## config.mk

```make
export PLATFORM = sky130hd
export DESIGN_NAME = lockin_demodulator
export DESIGN_NICKNAME = d
export VERILOG_FILES = /design/src/rtl/lockin_demodulator.sv
export SDC_FILE = /design/constraint.sdc
export NUM_CORES = 2
export LEC_CHECK = 0
export ABC_AREA = 1
export CAP_MARGIN = 20
export CORE_AREA = 2 2 498 376
export CTS_CLUSTER_DIAMETER = 60
export CTS_CLUSTER_SIZE = 8
export DETAILED_ROUTE_END_ITERATION = 10
export DIE_AREA = 0 0 500 378
export MAX_ROUTING_LAYER = met4
export SYNTH_ARGS = -nofsm -noshare
export SYNTH_HDL_FRONTEND = slang
export SYNTH_SLANG_ARGS = --single-unit
export TNS_END_PERCENT = 30
```

## constraint.sdc

```tcl
create_clock -name clk -period 16 [get_ports clk]
set_input_delay 2.4 -clock clk [delete_from_list [all_inputs] [get_ports clk]]
set_output_delay 2.4 -clock clk [all_outputs]
set_load 0.05 [all_outputs]
```

## src/rtl/lockin_demodulator.sv

```systemverilog
// Lock-in demodulator: sample x sin/cos reference, integrated over 2^N valid samples.
// Define LOCKIN_AVG_SAT_EN to saturate i_avg/q_avg; otherwise they wrap.
module lockin_demodulator #(
  parameter int WORD_WIDTH      = 16,
  parameter int ACC_WIDTH       = 48,
  parameter int MAX_WINDOW_LOG2 = 12
) (
  input  logic                  clk,
  input  logic                  rst,
  input  logic                  enable,
  input  logic [3:0]            window_log2,
  input  logic [WORD_WIDTH-1:0] sample_in,
  input  logic                  sample_valid,
  input  logic [WORD_WIDTH-1:0] ref_sin,
  input  logic [WORD_WIDTH-1:0] ref_cos,
  output logic [ACC_WIDTH-1:0]  i_sum,
  output logic [ACC_WIDTH-1:0]  q_sum,
  output logic [WORD_WIDTH-1:0] i_avg,
  output logic [WORD_WIDTH-1:0] q_avg,
  output logic                  result_valid,
  output logic                  busy
);
  localparam int CW = MAX_WINDOW_LOG2 + 1;
  localparam logic [3:0] MAXE = 4'(MAX_WINDOW_LOG2);
  localparam logic signed [ACC_WIDTH-1:0] AVG_MAX = ACC_WIDTH'((64'sd1 <<< (WORD_WIDTH-1)) - 64'sd1);
  localparam logic signed [ACC_WIDTH-1:0] AVG_MIN = -AVG_MAX - ACC_WIDTH'(1);

  typedef enum logic {IDLE, RUN} state_t;
  state_t state;

  logic [CW-1:0] cnt;
  logic [3:0]    exp_cur, exp_eff, wl_clamp;
  logic          is_last;

  logic [1:0]                          vld_pipe;  // [0] = S1, [1] = S2
  logic signed [WORD_WIDTH-1:0]        s1_x, s1_sin, s1_cos;
  logic                                s1_last, s2_last;
  logic [3:0]                          s1_exp, s2_exp, dump_exp;
  logic signed [2*WORD_WIDTH-1:0]      prod_i, prod_q;
  logic signed [ACC_WIDTH-1:0]         acc_i, acc_q;
  logic                                dump_pend;

  // Window exponent is frozen on the first sample of each window.
  assign wl_clamp = (window_log2 > MAXE) ? MAXE : window_log2;
  assign exp_eff  = (cnt == '0) ? wl_clamp : exp_cur;
  assign is_last  = (cnt + CW'(1)) == (CW'(1) << exp_eff);

  assign busy = (state == RUN) && ((|cnt) || (|vld_pipe) || dump_pend);

  function automatic logic [WORD_WIDTH-1:0] scale(input logic signed [ACC_WIDTH-1:0] s,
                                                  input logic [3:0] e);
    logic signed [ACC_WIDTH-1:0] sh;
    sh = s >>> ({2'b0, e} + 6'(WORD_WIDTH-1));
`ifdef LOCKIN_AVG_SAT_EN
    if (sh > AVG_MAX)      sh = AVG_MAX;
    else if (sh < AVG_MIN) sh = AVG_MIN;
`endif
    return sh[WORD_WIDTH-1:0];
  endfunction

  always_ff @(posedge clk or posedge rst) begin
    if (rst) begin
      state        <= IDLE;
      cnt          <= '0;
      exp_cur      <= '0;
      vld_pipe     <= '0;
      s1_x         <= '0;
      s1_sin       <= '0;
      s1_cos       <= '0;
      s1_last      <= 1'b0;
      s1_exp       <= '0;
      s2_last      <= 1'b0;
      s2_exp       <= '0;
      prod_i       <= '0;
      prod_q       <= '0;
      acc_i        <= '0;
      acc_q        <= '0;
      dump_pend    <= 1'b0;
      dump_exp     <= '0;
      i_sum        <= '0;
      q_sum        <= '0;
      i_avg        <= '0;
      q_avg        <= '0;
      result_valid <= 1'b0;
    end else if (!enable) begin
      // Abort: drop partial window and everything in flight, keep last results.
      state        <= IDLE;
      cnt          <= '0;
      vld_pipe     <= '0;
      dump_pend    <= 1'b0;
      acc_i        <= '0;
      acc_q        <= '0;
      result_valid <= 1'b0;
    end else begin
      state <= RUN;
      // S1
      vld_pipe[0] <= sample_valid;
      s1_x        <= sample_in;
      s1_sin      <= ref_sin;
      s1_cos      <= ref_cos;
      s1_last     <= is_last;
      s1_exp      <= exp_eff;
      if (sample_valid) begin
        cnt <= is_last ? '0 : cnt + CW'(1);
        if (cnt == '0) exp_cur <= wl_clamp;
      end
      // S2
      vld_pipe[1] <= vld_pipe[0];
      prod_i      <= s1_x * s1_sin;
      prod_q      <= s1_x * s1_cos;
      s2_last     <= vld_pipe[0] & s1_last;
      s2_exp      <= s1_exp;
      // S3: a completed window dumps while the next window's first product reloads.
      if (dump_pend) begin
        i_sum <= acc_i;
        q_sum <= acc_q;
        i_avg <= scale(acc_i, dump_exp);
        q_avg <= scale(acc_q, dump_exp);
        acc_i <= vld_pipe[1] ? ACC_WIDTH'(prod_i) : '0;
        acc_q <= vld_pipe[1] ? ACC_WIDTH'(prod_q) : '0;
      end else if (vld_pipe[1]) begin
        acc_i <= acc_i + ACC_WIDTH'(prod_i);
        acc_q <= acc_q + ACC_WIDTH'(prod_q);
      end
      result_valid <= dump_pend;
      dump_pend    <= vld_pipe[1] & s2_last;
      if (vld_pipe[1] & s2_last) dump_exp <= s2_exp;
    end
  end
endmodule

```

# ---- Word level (Yosys, flattened, before mapping)
# Cells that the tools add are included.
dict set report totals {
  elab_cells 63
  ff_bits 372
  input_bits 56
  out_inout_bits 130
}
dict set report classes {
  mux 17
  multipliers 2
  addsub 4
  reduce_logical 9
  magnitude_cmp 1
  shift 3
  eq_ne 3
  bitwise_logic 2
}
# cell count
set op_table {}
lappend op_table {{2-to-1 mux 48 bit} 8}
lappend op_table {{adder 48 x 32 -> 48 bit} 2}
lappend op_table {{multiplier 16 x 16 -> 32 bit} 2}
lappend op_table {{>>> shifter 48 x 5 -> 16 bit} 1}
lappend op_table {{>>> shifter 48 x 6 -> 16 bit} 1}
lappend op_table {{2-to-1 mux 13 bit} 3}
lappend op_table {{adder 13 x 1 -> 13 bit (second input constant)} 1}
lappend op_table {{equality test 13 bit} 1}
lappend op_table {{zero test 13 bit} 1}
lappend op_table {{OR reduction 13 bit} 1}
lappend op_table {{left shift 1 x 4 -> 13 bit (first input constant)} 1}
lappend op_table {{2-to-1 mux 4 bit} 2}
lappend op_table {{AND reduction 2 bit} 3}
lappend op_table {{adder 4 x 4 -> 5 bit (second input constant)} 1}
lappend op_table {{greater-than comparator 4 bit (second input constant)} 1}
lappend op_table {{2-to-1 mux 1 bit} 3}
lappend op_table {{inequality test 3 x 1 -> 1 bit (second input constant)} 1}
lappend op_table {{bitwise AND 1 bit} 2}
lappend op_table {{logical OR 1 bit} 2}
lappend op_table {{2-to-1 mux 2 bit} 1}
lappend op_table {{inequality test 2 x 1 -> 1 bit (second input constant)} 1}
lappend op_table {{OR reduction 2 bit} 1}
lappend op_table {{logical AND 1 bit} 1}

# ---- Depth between registers and ports, before layout
dict set report depth {
  ltp_word 8
  mapped_depth 28
  ltp_nobuf 26
}

# ---- Worst setup path before layout
# Ideal clock, no wire load.
dict set report synth_timing {
  path_kind {register to register}
  start {reg s1_x[15]}
  end {reg prod_i[29]}
  n_path_buf 2
  required_time_ps 15882
  setup_slack_ps 10243
  arrival_time_ps 5639
  stages_incl_launch_ff 24
  setup_time_ps 118
  period_less_slack_ps 5757
  cell_sequence {dfrtp_1 clkbuf_1 clkbuf_1 nand2_1 inv_1 fa_1 fa_1 fa_1 fa_1 fa_1 inv_1 fa_1 inv_1 ha_1 nand2_1 nor2_1 inv_1 a21oi_1 nor2_1 nand3_1 a21o_1 or2_2 nand3_1 nand2_1}
}
dict set report synth_via {
  elab_chain_len 1
}
# element line_no
set synth_rtl {}
lappend synth_rtl {{start, declared} 36} ;# logic signed [WORD_WIDTH-1:0] s1_x, s1_sin, s1_cos;
lappend synth_rtl {{start signal, assigned} 98} ;# s1_x <= sample_in;
lappend synth_rtl {{multiplier 16 x 16 -> 32 bit} 109} ;# prod_i <= s1_x * s1_sin;
lappend synth_rtl {{end signal, assigned} 109}
lappend synth_rtl {{end, declared} 39} ;# logic signed [2*WORD_WIDTH-1:0] prod_i, prod_q;
# Every way passes these cells.
# A chain may end at the register's enable or synchronous reset.

# ---- Worst setup path in the final report
dict set report layout_timing {
  start {reg s1_sin[2]}
  end {reg prod_i[27]}
}
dict set report layout_via {
  elab_chain_len 1
}
# element line_no
set layout_rtl {}
lappend layout_rtl {{start, declared} 36}
lappend layout_rtl {{start signal, assigned} 99} ;# s1_sin <= ref_sin;
lappend layout_rtl {{multiplier 16 x 16 -> 32 bit} 109}
# Every way passes these cells.

==> summary.md <==
| Metric | Value |
|---|---|
| Status | `complete, no violations` |
| CP Launch Type | `flop` |
| Port Buf Inserts | `between 150 and 200` |
| Worst slew margin | `0.200` |
| Hold Path Class | `flop to flop` |
| Die X | `approximately 500 um` |
| Dpl hpwl | `125 mm` |
| NumNets Final | `between 7,000 and 8,000` |
| Clock Sinks | `372` |
| Register area share after synthesis | `0.203` |
| Post-route cell area | `roughly 52,000 sq um` |
| Setup WS post-layout | `between 9 and 10 ns` |
| Io pins | `186` |
| Drt pass-1 iters | `8` |
| Drt wl/cell | `around 18 um` |
| Cts hold-fix bufs | `0` |
| H-tree level count | `3` |
| CP Data Required Time | `about 17 ns` |
| Slew Limit Fails | `0` |
| Num CTS Buffers | `66` |
| Die Ht | `~380 um` |
| Number of flops mapped to enable cells by yosys | `0` |
| Multi-input logic area | `30,800 sq um` |
| Site Rows | `137` |
| Setup TNS Final | `0 ns` |
| CTS tree | `yes` |
| FF+latch area | `about 9300 sq um` |
| Worst-path fanout max | `17` |
| Antenna viol nets, final | `0` |
| RD Place Congestion | `~0.99` |
| Final WL | `between 150 and 200 mm` |
| Share of the synthesized area in the top cell type | `0.230` |
| Post-synth top area cell | `fa_1` |
| RSZ-0062 raised after global routing | `false` |
| Metal3 WL | `about 11 mm` |
| Distinct cells, synth | `48` |
| WL met1 | `roughly 70 mm` |
| Commonest non-fill, non-tap cell in the layout | `nand2_1` |
| Worst-case clock buffer depth | `3` |
| Final clock skew | `0.0289 ns` |
| Post-Syn Nets | `7,286` |
| Postcts setup bufs | `0` |
| Root Buffer | `clkbuf_16` |
| Die ar. | `about 190,000 sq um` |
| Top layer used by detailed routing | `met4` |
| GRT Total Usage | `0.171` |
| Final hold violations | `0` |
| Fraction of layout cells with a size suffix above 1 | `0.0330` |
| Starting Density | `0.249` |
| Clk Latency, worst-skew pair | `0.65 ns` |
| Synthesized area | `about 46,000 sq um` |
| Largest cells by area after synthesis | `fa_1 23%, dfrtp_1 20%, nand2_1 15%` |
| Post-cts repair resize count | `0` |
| Fmax | `0.154 GHz` |
| Vias post-DR | `about 42,000` |
| Pin count of the biggest net entering global routing | `140` |
| Register bit total from synthesis | `between 300 and 400` |
| CTS clk-pin slew, worst paths | `0.05 ns` |
| Async SR Flop Fraction | `1.00` |
| Placement Setup Slack | `about 9.6 ns` |
| Number of setup violations in the final report | `0` |
| First-pass GRT wire length | `246 mm` |
| Crit. End Element | `flop` |
| Commonest cells after routing, fill and taps aside | `1,800 x nand2_1, 1,241 x inv_1, 593 x o21ai_0` |
| Fill cell total of the finished layout | `20,088` |
| YS warnings | `0` |
| DRC viols | `0` |
| Initial antenna violation count | `1` |
| Period Utilization, post-route | `0.406` |
| Gr ovfl total | `0` |
| Vias per cell | `approximately 4.7` |
| Met2 wire length | `between 70 and 80 mm` |
| Synthesized area per cell | `just over 7 sq um` |
| Total core area | `185,000 sq um` |
| Mapped Cells | `approximately 6,400` |
| DR iter-0 viols | `roughly 3,600` |
| Vias in the first global route | `between 40,000 and 50,000` |
| Crit Path Class | `flop to flop` |
| Min Hold Slack | `0.469 ns` |
| Area grow syn2layout | `13.9%` |
| Main synth FF type | `dfrtp_1` |
| Worst Tran Pin Value | `between 1 and 1.5 ns` |
| Worst Path Arrival | `slightly above 7 ns` |
| Max-Cap Viols | `0` |
| Cell Area, Placed | `50,100 sq um` |
| Post-layout min period | `6.49 ns` |
[metal layers]
| metal | global-route usage | vias to the layer above |
|---|---|---|
| li1 | - | 19871 |
| met1 | 0.220 | 20440 |
| met2 | 0.276 | 1317 |
| met3 | 0.0318 | 225 |
| met4 | 0.0441 | 0 |
| met5 | - | - |
[final cells by class]
class                           count  share of cell area
Antenna cell                        3            0.000144
Clock buffer                       79              0.0335
Clock inverter                     23             0.00709
Inverter                         1256              0.0904
Multi-Input combinational cell   4530               0.590
Sequential cell                   372               0.178
Tap cell                         2432              0.0582
Timing Repair Buffer              231              0.0427
[stage by stage]
stage	util	instances
2_1_floorplan	-	6443
3_3_place_gp	0.271	8817
3_5_place_dp	0.271	8818
4_1_cts	0.283	8920
5_1_grt	0.283	8924
6_report	0.283	8926
[cells in the mapped netlist, types with 8 or more instances]
cell type and n:
xnor2_1 23, ha_1 261, xor2_1 40, nor3_1 29
nand3_1 251, mux2i_1 37, nand4_1 46, o211ai_1 38
inv_2 11, o21a_1 8, a21o_1 20, nor2_1 427
or2_2 27, a31oi_1 50, o21bai_1 19, inv_1 1243
o21ai_0 593, o22ai_1 9, nand3b_1 9, a21oi_1 242
clkbuf_1 266, dfrtp_1 372, buf_2 9, nand2_1 1802
fa_1 526, buf_1 9
[registers in the layout (all words and copies together), names as in the netlist, 13 cells and up]
register,count
s1_cos,16
q_avg,16
acc_q,48
q_sum,48
acc_i,48
cnt,13
s1_x,16
prod_i,32
i_sum,48
i_avg,16
s1_sin,16
prod_q,32
[kinds of logic (layout without fill, tap and decap cells)]
| group | count (synthesis) | after routing | share of synthesized area |
|---|---|---|---|
| AOI/OAI and AO/OA | 1020 | 1020 | 0.120 |
| xor gates and xnor gates | 63 | 63 | 0.0120 |
| other | 0 | 3 | 0 |
| buffers and inverters | 1541 | 1589 | 0.126 |
| muxes | 37 | 37 | 0.00807 |
| adders and majority gates | 787 | 787 | 0.301 |
| and+or+nand+nor | 2623 | 2623 | 0.230 |
| DFF | 372 | 372 | 0.203 |
[final timing paths]
kind | startpoint | endpoint | slack, ns | cells past startpoint
min in group asynchronous | rst | prod_i[18]$_DFFE_PP0P_ | 2.21 | 2
hold reg to reg | s1_x[7]$_DFFE_PP0P_ | s1_x[7]$_DFFE_PP0P_ | 0.47 | 2
setup reg to reg | s1_sin[2]$_DFFE_PP0P_ | prod_i[27]$_DFFE_PP0P_ | 9.51 | 20
hold / removal | s1_x[7]$_DFFE_PP0P_ | s1_x[7]$_DFFE_PP0P_ | 0.47 | 2
max in group asynchronous | rst | acc_q[33]$_DFFE_PP0P_ | 11.06 | 5
setup / recovery | s1_sin[2]$_DFFE_PP0P_ | prod_i[27]$_DFFE_PP0P_ | 9.51 | 20
[worst max-delay path: stages, from the launching register on]
cell and delay (ns):
dfrtp_1 0.80, nand2_1 0.20, inv_1 0.12, fa_1 0.57, fa_1 0.91, fa_1 0.53
fa_1 0.50, fa_1 0.49, inv_1 0.05, fa_1 0.47, inv_1 0.04, ha_1 0.40
nand2_1 0.12, nor2_1 0.14, inv_1 0.09, nor3_1 0.34, nand4_1 0.17, nand3_1 0.13
nor2_1 0.04, nand3b_1 0.16, o21ai_0 0.10
Power is not shown: default switching activity piles up to over one toggle a cycle in this logic, so the estimate is an artifact.
